### config.mk
export PLATFORM = sky130hd
export DESIGN_NAME = wb_dds_regs
export DESIGN_NICKNAME = d
export VERILOG_FILES = /design/src/rtl/wb_dds_regs.sv
export SDC_FILE = /design/constraint.sdc
export NUM_CORES = 1
export LEC_CHECK = 0
export CAP_MARGIN = 20
export CORE_MARGIN = 1
export CORE_UTILIZATION = 53
export DETAILED_ROUTE_END_ITERATION = 10
export PLACE_DENSITY_LB_ADDON = 0.12
export SETUP_SLACK_MARGIN = 0.3
export SLEW_MARGIN = 20
export SYNTH_ARGS = -nofsm -noshare
export SYNTH_HDL_FRONTEND = slang
export SYNTH_SLANG_ARGS = --single-unit
export TNS_END_PERCENT = 20
### constraint.sdc
create_clock -name wb_clk_i -period 4.6 [get_ports wb_clk_i]
set_clock_uncertainty 0.1 [all_clocks]
set_input_delay 0.92 -clock wb_clk_i [delete_from_list [all_inputs] [get_ports wb_clk_i]]
set_output_delay 0.92 -clock wb_clk_i [all_outputs]
set_load 0.01 [all_outputs]
### src/rtl/wb_dds_regs.sv
// Wishbone classic slave holding per-channel DDS control registers and a
// write-only wave-memory window; every transfer is a fixed IDLE->RESP pair.
module wb_dds_regs #(
    parameter int DATA_WIDTH = 32,
    parameter int ADDR_WIDTH = 10,
    parameter int NUM_CH     = 4,
    parameter int MEM_AW     = 6,
    parameter int WAVE_WIDTH = 16,
    localparam int CHW       = $clog2(NUM_CH)
) (
    input  logic                         wb_clk_i,
    input  logic                         wb_rst_n_i,
    input  logic                         wb_cyc_i,
    input  logic                         wb_stb_i,
    input  logic                         wb_we_i,
    input  logic                         wb_lock_i,
    input  logic [ADDR_WIDTH-1:0]        wb_addr_i,
    input  logic [DATA_WIDTH/8-1:0]      wb_sel_i,
    input  logic [DATA_WIDTH-1:0]        wb_dat_i,
    output logic [DATA_WIDTH-1:0]        wb_dat_o,
    output logic                         wb_ack_o,
    output logic                         wb_err_o,
    output logic [NUM_CH-1:0]            ch_enable_o,
    output logic [2*NUM_CH-1:0]          ch_wave_sel_o,
    output logic [NUM_CH*DATA_WIDTH-1:0] ch_phase_inc_o,
    output logic [NUM_CH*DATA_WIDTH-1:0] ch_phase_ofs_o,
    output logic [NUM_CH-1:0]            ch_sync_o,
    output logic                         mem_wr_en_o,
    output logic [CHW-1:0]               mem_wr_ch_o,
    output logic [MEM_AW-1:0]            mem_wr_addr_o,
    output logic [WAVE_WIDTH-1:0]        mem_wr_dat_o
);
    localparam int SW = DATA_WIDTH / 8;

    typedef enum logic {S_IDLE, S_RESP} state_t;

    state_t                  state_q, state_d;
    logic                    ack_q, ack_d, err_q, err_d;
    logic [DATA_WIDTH-1:0]   rdata_q, rdata_d;
    logic [NUM_CH-1:0]       en_q, en_d;
    logic [1:0]              wave_q [NUM_CH];
    logic [1:0]              wave_d [NUM_CH];
    logic [DATA_WIDTH-1:0]   inc_q [NUM_CH];
    logic [DATA_WIDTH-1:0]   inc_d [NUM_CH];
    logic [DATA_WIDTH-1:0]   ofs_q [NUM_CH];
    logic [DATA_WIDTH-1:0]   ofs_d [NUM_CH];
    logic [NUM_CH-1:0]       seen_q, seen_d, seen_set, seen_clr;
    logic [NUM_CH-1:0]       sync_q, sync_d;
    logic                    mem_en_q, mem_en_d;
    logic [CHW-1:0]          mem_ch_q, mem_ch_d;
    logic [MEM_AW-1:0]       mem_addr_q, mem_addr_d;
    logic [WAVE_WIDTH-1:0]   mem_dat_q, mem_dat_d;

    logic                    req, is_mem, unmapped;
    logic [CHW-1:0]          reg_ch, mem_ch;
    logic [1:0]              reg_sel;
    logic [MEM_AW-1:0]       mem_idx;
    logic                    unused_lock;

    assign unused_lock = wb_lock_i;
    assign req         = wb_cyc_i & wb_stb_i;

    // Any set bit between the decoded field and the space-select MSB is unmapped.
    always_comb begin
        is_mem   = wb_addr_i[ADDR_WIDTH-1];
        reg_ch   = wb_addr_i[CHW+1:2];
        reg_sel  = wb_addr_i[1:0];
        mem_ch   = wb_addr_i[MEM_AW+CHW-1:MEM_AW];
        mem_idx  = wb_addr_i[MEM_AW-1:0];
        unmapped = 1'b0;
        for (int i = 0; i < ADDR_WIDTH-1; i++) begin
            if (is_mem ? (i >= MEM_AW+CHW) : (i >= CHW+2)) begin
                unmapped = unmapped | wb_addr_i[i];
            end
        end
    end

    always_comb begin
        state_d    = state_q;
        ack_d      = 1'b0;
        err_d      = 1'b0;
        rdata_d    = '0;
        sync_d     = '0;
        en_d       = en_q;
        wave_d     = wave_q;
        inc_d      = inc_q;
        ofs_d      = ofs_q;
        seen_set   = '0;
        seen_clr   = '0;
        mem_en_d   = 1'b0;
        mem_ch_d   = mem_ch_q;
        mem_addr_d = mem_addr_q;
        mem_dat_d  = mem_dat_q;
        case (state_q)
            S_IDLE: begin
                if (req) begin
                    state_d = S_RESP;
                    if (unmapped || (!is_mem && reg_sel == 2'd3 && wb_we_i)) begin
                        err_d = 1'b1;
                    end else begin
                        ack_d = 1'b1;
                        if (is_mem) begin
                            if (wb_we_i) begin
                                mem_en_d   = 1'b1;
                                mem_ch_d   = mem_ch;
                                mem_addr_d = mem_idx;
                                mem_dat_d  = wb_dat_i[WAVE_WIDTH-1:0];
                            end
                        end else if (wb_we_i) begin
                            case (reg_sel)
                                2'd0: begin
                                    if (wb_sel_i[0]) begin
                                        en_d[reg_ch]   = wb_dat_i[0];
                                        wave_d[reg_ch] = wb_dat_i[2:1];
                                        if (wb_dat_i[4]) begin
                                            sync_d[reg_ch]   = 1'b1;
                                            seen_set[reg_ch] = 1'b1;
                                        end
                                    end
                                end
                                2'd1: begin
                                    for (int b = 0; b < SW; b++) begin
                                        if (wb_sel_i[b]) inc_d[reg_ch][8*b +: 8] = wb_dat_i[8*b +: 8];
                                    end
                                end
                                2'd2: begin
                                    for (int b = 0; b < SW; b++) begin
                                        if (wb_sel_i[b]) ofs_d[reg_ch][8*b +: 8] = wb_dat_i[8*b +: 8];
                                    end
                                end
                                default: ;
                            endcase
                        end else begin
                            case (reg_sel)
                                2'd0: begin
                                    rdata_d[0]   = en_q[reg_ch];
                                    rdata_d[2:1] = wave_q[reg_ch];
                                end
                                2'd1: rdata_d = inc_q[reg_ch];
                                2'd2: rdata_d = ofs_q[reg_ch];
                                default: begin
                                    rdata_d[0]       = en_q[reg_ch];
                                    rdata_d[1]       = seen_q[reg_ch];
                                    seen_clr[reg_ch] = 1'b1;
                                end
                            endcase
                        end
                    end
                end
            end
            default: state_d = S_IDLE;
        endcase
        // A sync set in the same cycle outranks the clear-on-read.
        seen_d = (seen_q & ~seen_clr) | seen_set;
    end

    always_ff @(posedge wb_clk_i or negedge wb_rst_n_i) begin
        if (!wb_rst_n_i) begin
            state_q    <= S_IDLE;
            ack_q      <= 1'b0;
            err_q      <= 1'b0;
            rdata_q    <= '0;
            en_q       <= '0;
            seen_q     <= '0;
            sync_q     <= '0;
            mem_en_q   <= 1'b0;
            mem_ch_q   <= '0;
            mem_addr_q <= '0;
            mem_dat_q  <= '0;
            for (int i = 0; i < NUM_CH; i++) begin
                wave_q[i] <= '0;
                inc_q[i]  <= '0;
                ofs_q[i]  <= '0;
            end
        end else begin
            state_q    <= state_d;
            ack_q      <= ack_d;
            err_q      <= err_d;
            rdata_q    <= rdata_d;
            en_q       <= en_d;
            seen_q     <= seen_d;
            sync_q     <= sync_d;
            mem_en_q   <= mem_en_d;
            mem_ch_q   <= mem_ch_d;
            mem_addr_q <= mem_addr_d;
            mem_dat_q  <= mem_dat_d;
            wave_q     <= wave_d;
            inc_q      <= inc_d;
            ofs_q      <= ofs_d;
        end
    end

    assign wb_ack_o      = ack_q;
    assign wb_err_o      = err_q;
    assign wb_dat_o      = rdata_q;
    assign ch_enable_o   = en_q;
    assign ch_sync_o     = sync_q;
    assign mem_wr_en_o   = mem_en_q;
    assign mem_wr_ch_o   = mem_ch_q;
    assign mem_wr_addr_o = mem_addr_q;
    assign mem_wr_dat_o  = mem_dat_q;

    for (genvar g = 0; g < NUM_CH; g++) begin : g_pack
        assign ch_wave_sel_o[2*g +: 2]                = wave_q[g];
        assign ch_phase_inc_o[g*DATA_WIDTH +: DATA_WIDTH] = inc_q[g];
        assign ch_phase_ofs_o[g*DATA_WIDTH +: DATA_WIDTH] = ofs_q[g];
    end

endmodule
# Word level (Yosys, flattened, before mapping)
# Cells that the tools add are included.
dict set report word_totals {
  regBits 336
  inputBits 52
  output_inout_bits 331
  wordCells 172
}
dict set report classes {
  magnitude_cmp 4
  n_eq_ne 3
  n_mux 118
  n_bitwise 12
  reduce_logical 12
}
# cell n
set ops {}
lappend ops {{128-bit 2-to-1 mux} 44}
lappend ops {{128-bit bitwise mux} 8}
lappend ops {{32-bit 2-to-1 mux} 10}
lappend ops {{32-bit demux with 2-bit select} 4}
lappend ops {{32-bit binary-select mux with 2-bit select} 2}
lappend ops {{29-bit one-hot mux with 2 select lines} 1}
lappend ops {{4-bit 2-to-1 mux} 14}
lappend ops {{24-bit 2-to-1 mux} 1}
lappend ops {{1-bit 2-to-1 mux} 20}
lappend ops {{16-bit 2-to-1 mux} 1}
lappend ops {{6-bit AND reduction} 2}
lappend ops {{8-bit bitwise mux} 1}
lappend ops {{8-bit 2-to-1 mux} 1}
lappend ops {{7-bit AND reduction} 1}
lappend ops {{2-bit 2-to-1 mux} 3}
lappend ops {{2-bit one-hot mux with 3 select lines} 1}
lappend ops {{5-bit AND reduction} 1}
lappend ops {{4-bit bitwise AND} 1}
lappend ops {{1-bit binary-select mux with 2-bit select} 2}
lappend ops {{2-bit binary-select mux with 2-bit select} 1}
lappend ops {{4-bit bitwise mux} 1}
lappend ops {{2-bit demux with 2-bit select} 1}
lappend ops {{2-bit == test (second input constant)} 2}
lappend ops {{1-bit logical AND} 4}
lappend ops {{17 further kinds} 22}

# Logic depth before layout (Yosys ltp)
dict set report depth {
  ltp_word 31
  ltp_mapped 8
  mapped_depth_nobuf 6
}

# Worst setup path after synthesis
# Ideal clock, no wire load.
dict set report synth_path {
  path_kind {in2reg}
  from {in wb_addr_i[0]}
  to {reg ofs_q (netlist bit ch_phase_ofs_o[120])}
  setup_ns 0.125
  arrival_ns 2.371
  required_time_ns 4.375
  setup_slack_ns 2.005
  cell_stages 7
  n_path_buf 1
  path_cell_list {inv_1 -> ha_1 -> clkbuf_1 -> and3b_1 -> nand4_1 -> nor2_2 -> mux2_2}
}
dict set report synth_between {
  elab_chain_cells 6
  elab_cells_between_ends 7
  classes_between {2 x eq/ne; 1 x bitwise; 4 x reduce/logical}
}
# element line_no
set synth_lines {}
lappend synth_lines {{start: declaration} 17} ;# input logic [ADDR_WIDTH-1:0] wb_addr_i,
lappend synth_lines {{2-bit == test} 98} ;# if (unmapped || (!is_mem && reg_sel == 2'd3 && wb_we_i)) begin
lappend synth_lines {{1-bit logical AND (2 in a row)} 98}
lappend synth_lines {{1-bit logical OR} 98}
lappend synth_lines {{1-bit inverter (no source line)} n/a}
lappend synth_lines {{6-bit AND reduction (no source line) *} n/a}
lappend synth_lines {{end signal: assignment} 189} ;# ofs_q <= ofs_d;
lappend synth_lines {{end: declaration} 45} ;# logic [DATA_WIDTH-1:0] ofs_q [NUM_CH];
# Every way passes the cells marked *; elsewhere a longest branch is shown, timed or not.
# A chain may end at the register's enable or synchronous reset.

# Final worst setup path
dict set report layout_path {
  from {in wb_addr_i[0]}
  to {reg inc_q (netlist bit ch_phase_inc_o[1])}
}
dict set report layout_between {
  elab_chain_cells 6
  elab_cells_between_ends 7
  classes_between {2 x eq/ne; 1 x bitwise; 4 x reduce/logical}
}
# element line_no
set layout_lines {}
lappend layout_lines {{2-bit == test} 98}
lappend layout_lines {{1-bit logical AND (2 in a row)} 98}
lappend layout_lines {{1-bit logical OR} 98}
lappend layout_lines {{1-bit inverter (no source line)} n/a}
lappend layout_lines {{6-bit AND reduction (no source line) *} n/a}
lappend layout_lines {{end signal: assignment} 188} ;# inc_q <= inc_d;
lappend layout_lines {{end: declaration} 43} ;# logic [DATA_WIDTH-1:0] inc_q [NUM_CH];
# Marked as above.

==> summary.txt <==
Timing
  – Slew HR: 33.1%
  – RSZ-0062 raised after global routing: no
  – Slew @ Worst Pin: 1.00 ns
  – Final Hold Vio Count: 0
  – Tmin final: roughly 3.2 ns
  – Max-slew violations: 0
  – FMAX: around 0.31 GHz
  – TNS Setup: 0 ns
  – Endpoints failing setup: 0
  – Period utilization: 69.8%
  – Fin worst setup slack: approximately 1.4 ns

Clocking
  – CTS buffer count: 36
  – Later-pin clock latency in the skew report: 0.51 ns
  – Clk pin slew, worst setup/hold paths: ~0.060 ns
  – Max H-tree Level: 2
  – Post-CTS Setup Bufs: 0
  – Clock Tree Buf Depth: 3
  – CTS-repair resized insts: 0
  – Clock root cell: clkbuf_16
  – Hold buffers post-CTS: 0
  – CTS tree: yes
  – Clock sink count: 336

Worst setup path
  – Startpoint Class: primary input
  – Kind of critical path: primary input to flop
  – Worst setup EP type: flop
  – CP Cell Sequence: clkdlybuf4s50_1 > ha_2 > nor2b_1 > nand2_1 > nor2_2 > mux2_2
  – Req. time, crit path: 4.89 ns
  – R2r setup slk: 2.23 ns
  – Crit-path slowest cell: clkdlybuf4s50_1
  – Worst R2R Start: state_q
  – Reg2reg path depth: 4
  – CP peak stage delay: 0.62 ns
  – Worst setup startpoint: wb_addr_i[0]
  – Worst path arrival time: about 3.5 ns
  – Worst-path fanout max: 10
  – CP endpoint: ch_phase_inc_o[1]
  – FF-to-FF End: ch_phase_inc_o[72]

Global routing
  – Number of global-route vias before repair: slightly above 10,000
  – Total grt overflow: 0
  – Global-route wire length before repair: 63,900 um
  – GRT Overall Usage: 30.6%
  – Largest net degree at the start of global routing: between 100 and 150
  – Initial antenna violation count: 2

Min path
  – HP Class: primary input to async pin

Final layout
  – Commonest non-fill, non-tap cell in the layout: clkdlybuf4s50_1
  – Layout area overhead: 37.7%
  – Fill cells: approximately 1,800
  – Ratio of cells with drive above 1 in the final layout: 36.2%
  – Nets: 1,355
  – Storage cell area: around 8400 um^2
  – Most frequent cells in the layout: clkdlybuf4s50_1 (378), dfrtp_1 (336), mux2_2 (293)
  – Multi-input gate area: 5860 um^2

Yosys
  – Yosys warns: 0
  – Fraction of registers with async set/reset: 100%
  – Number of flops mapped to enable cells by yosys: 0
  – Synth area leaders: dfrtp_1 (58%), mux2_2 (23%), mux4_2 (10%)
  – Seq/Total Area, Yosys: roughly three fifths
  – Area fraction of the dominant cell type after synthesis: between 50% and 60%
  – Syn Nets: 962
  – Synth unique cells: 34
  – Main synth FF type: dfrtp_1
  – Register bit count reported by yosys: between 300 and 400
  – Mapped Cells: roughly 910
  – Post-synth top area cell: dfrtp_1
  – Syn avg cell area: 16.0 um^2
  – Synthesized area: 14,400 um^2

Die
  – Rows: 60
  – Die area: 27,900 um^2
  – Die Ht: 167 um
  – Die W: between 150 and 200 um
  – Area of the core: 26,900 um^2
  – Ports: about 380
  – Initial Utilization: between 50 and 60%

Routing
  – Vias/cell: 5.92
  – Routed WL per cell: 25.1 um
  – Initial DRC Count: 635
  – Final ANT Viol Nets: 0
  – Via count: 9,857
  – Final WL: between 40,000 and 50,000 um
  – Post-route DRC: 0
  – 1st-pass router iterations: 5

Power
  – Sequential share of power: 46.9%
  – P per Cell Area: between 300 and 400 nW/um^2
  – Switching share of power: 22.1%
  – Pleak: 8.89 nW
  – Logic pwr share: 7.1%
  – Internal Power: around 5.0 mW
  – VDD IR max: 0.000268 V
  – Sw Pwr: 1.44 mW
  – Clock share of power: roughly 46%

Flow run
  – Max Cap Viol: 0

Run status
  – Status: finished, final reports clean

Placed design
  – IO buf count: 381
  – RD Place Congestion: 0.804
  – Place WS: roughly 0.86 ns
  – Detail Placement HPWL: roughly 27,000 um
[area by class of cell]
class,instances,share of cell area (%)
sequential,336,42.3
clock inverter,10,0.629
timing repair buffer,392,19.8
antenna,2,0.0252
inverter,6,0.113
clock buffer,51,5.52
multi-input combinational,526,29.5
tap,341,2.15
[critical path: cells and delay by family]
kind | cells | cell delay, ns
fa+ha+maj | 1 | 0.42
buf+inv | 1 | 0.62
mux | 1 | 0.42
simple gates | 3 | 1.12
[power by group through the flow]
stage / registers, mW / clock network [mW] / logic, mW
after floorplan: 3.12 / 0 / 0.135
after global placement: 3.09 / 0 / 0.457
after detailed placement: 3.09 / 0 / 0.462
after CTS: 3.04 / 3.02 / 0.464
after global routing: 3.05 / 3.14 / 0.492
final: 3.04 / 2.98 / 0.460
[worst min path at each step]
stage	start	slack [ns]	depth (start not counted)	endpoint
5_1_grt	seen_q[2]	0.40	1	seen_q[2]
6_report	wb_rst_n_i	0.38	1	wb_dat_o[26]
2_1_floorplan	seen_q[2]	0.35	1	seen_q[2]
4_1_cts	seen_q[2]	0.39	1	seen_q[2]
3_5_place_dp	seen_q[2]	0.38	1	seen_q[2]
3_3_place_gp	seen_q[3]	0.37	1	seen_q[3]
[registers in the layout, indices dropped and copies added (netlist names)]
| signal | count |
|---|---|
| ch_enable_o | 4 |
| ch_phase_inc_o | 128 |
| ch_phase_ofs_o | 128 |
| ch_sync_o | 4 |
| ch_wave_sel_o | 8 |
| mem_wr_addr_o | 6 |
| mem_wr_ch_o | 2 |
| mem_wr_dat_o | 16 |
| mem_wr_en_o | 1 |
| seen_q | 4 |
| state_q | 1 |
| wb_ack_o | 1 |
| wb_dat_o | 32 |
| wb_err_o | 1 |
[Yosys cell counts, types with 4 or more instances]
| cell | n |
|---|---|
| nand4_2 | 4 |
| ha_1 | 5 |
| nand3_1 | 4 |
| mux2_2 | 293 |
| nand2_1 | 12 |
| nor2b_1 | 4 |
| inv_1 | 6 |
| a22oi_1 | 31 |
| o2bb2ai_1 | 4 |
| nor2_1 | 39 |
| dfrtp_1 | 336 |
| clkbuf_1 | 18 |
| buf_2 | 16 |
| nor2_2 | 33 |
| a21oi_1 | 4 |
| mux4_2 | 67 |
[routing by layer]
layer | wire length, um | GRT usage [%] | vias up
met1 | 17200 | 40.7 | 5208
met5 | 13 | 0 | -
met3 | 3280 | 8.46 | 72
met4 | 1220 | 9.98 | 2
met2 | 20100 | 48.9 | 405
li1 | - | - | 4170
[cells by family after synthesis]
group,share of synthesized area [%]
compound gates,2.18
flops,58.2
simple gates,4.53
fa+ha+maj,0.433
mux,33.4
buf+inv,1.28
[stage by stage]
step                hold WS [ns]  cells  power (mW)  util (%)  area, um^2
floorplan                  0.351    905        3.26         -       14400
global placement           0.368   1601        3.55      69.4       18700
detailed placement         0.379   1601        3.56      69.4       18700
CTS                        0.392   1662        6.53      74.0       19900
global route               0.404   1662        6.68      74.0       19900
finish                     0.376   1664        6.48      74.0       19900
No activity file was read; power rests on OpenSTA's default activity.
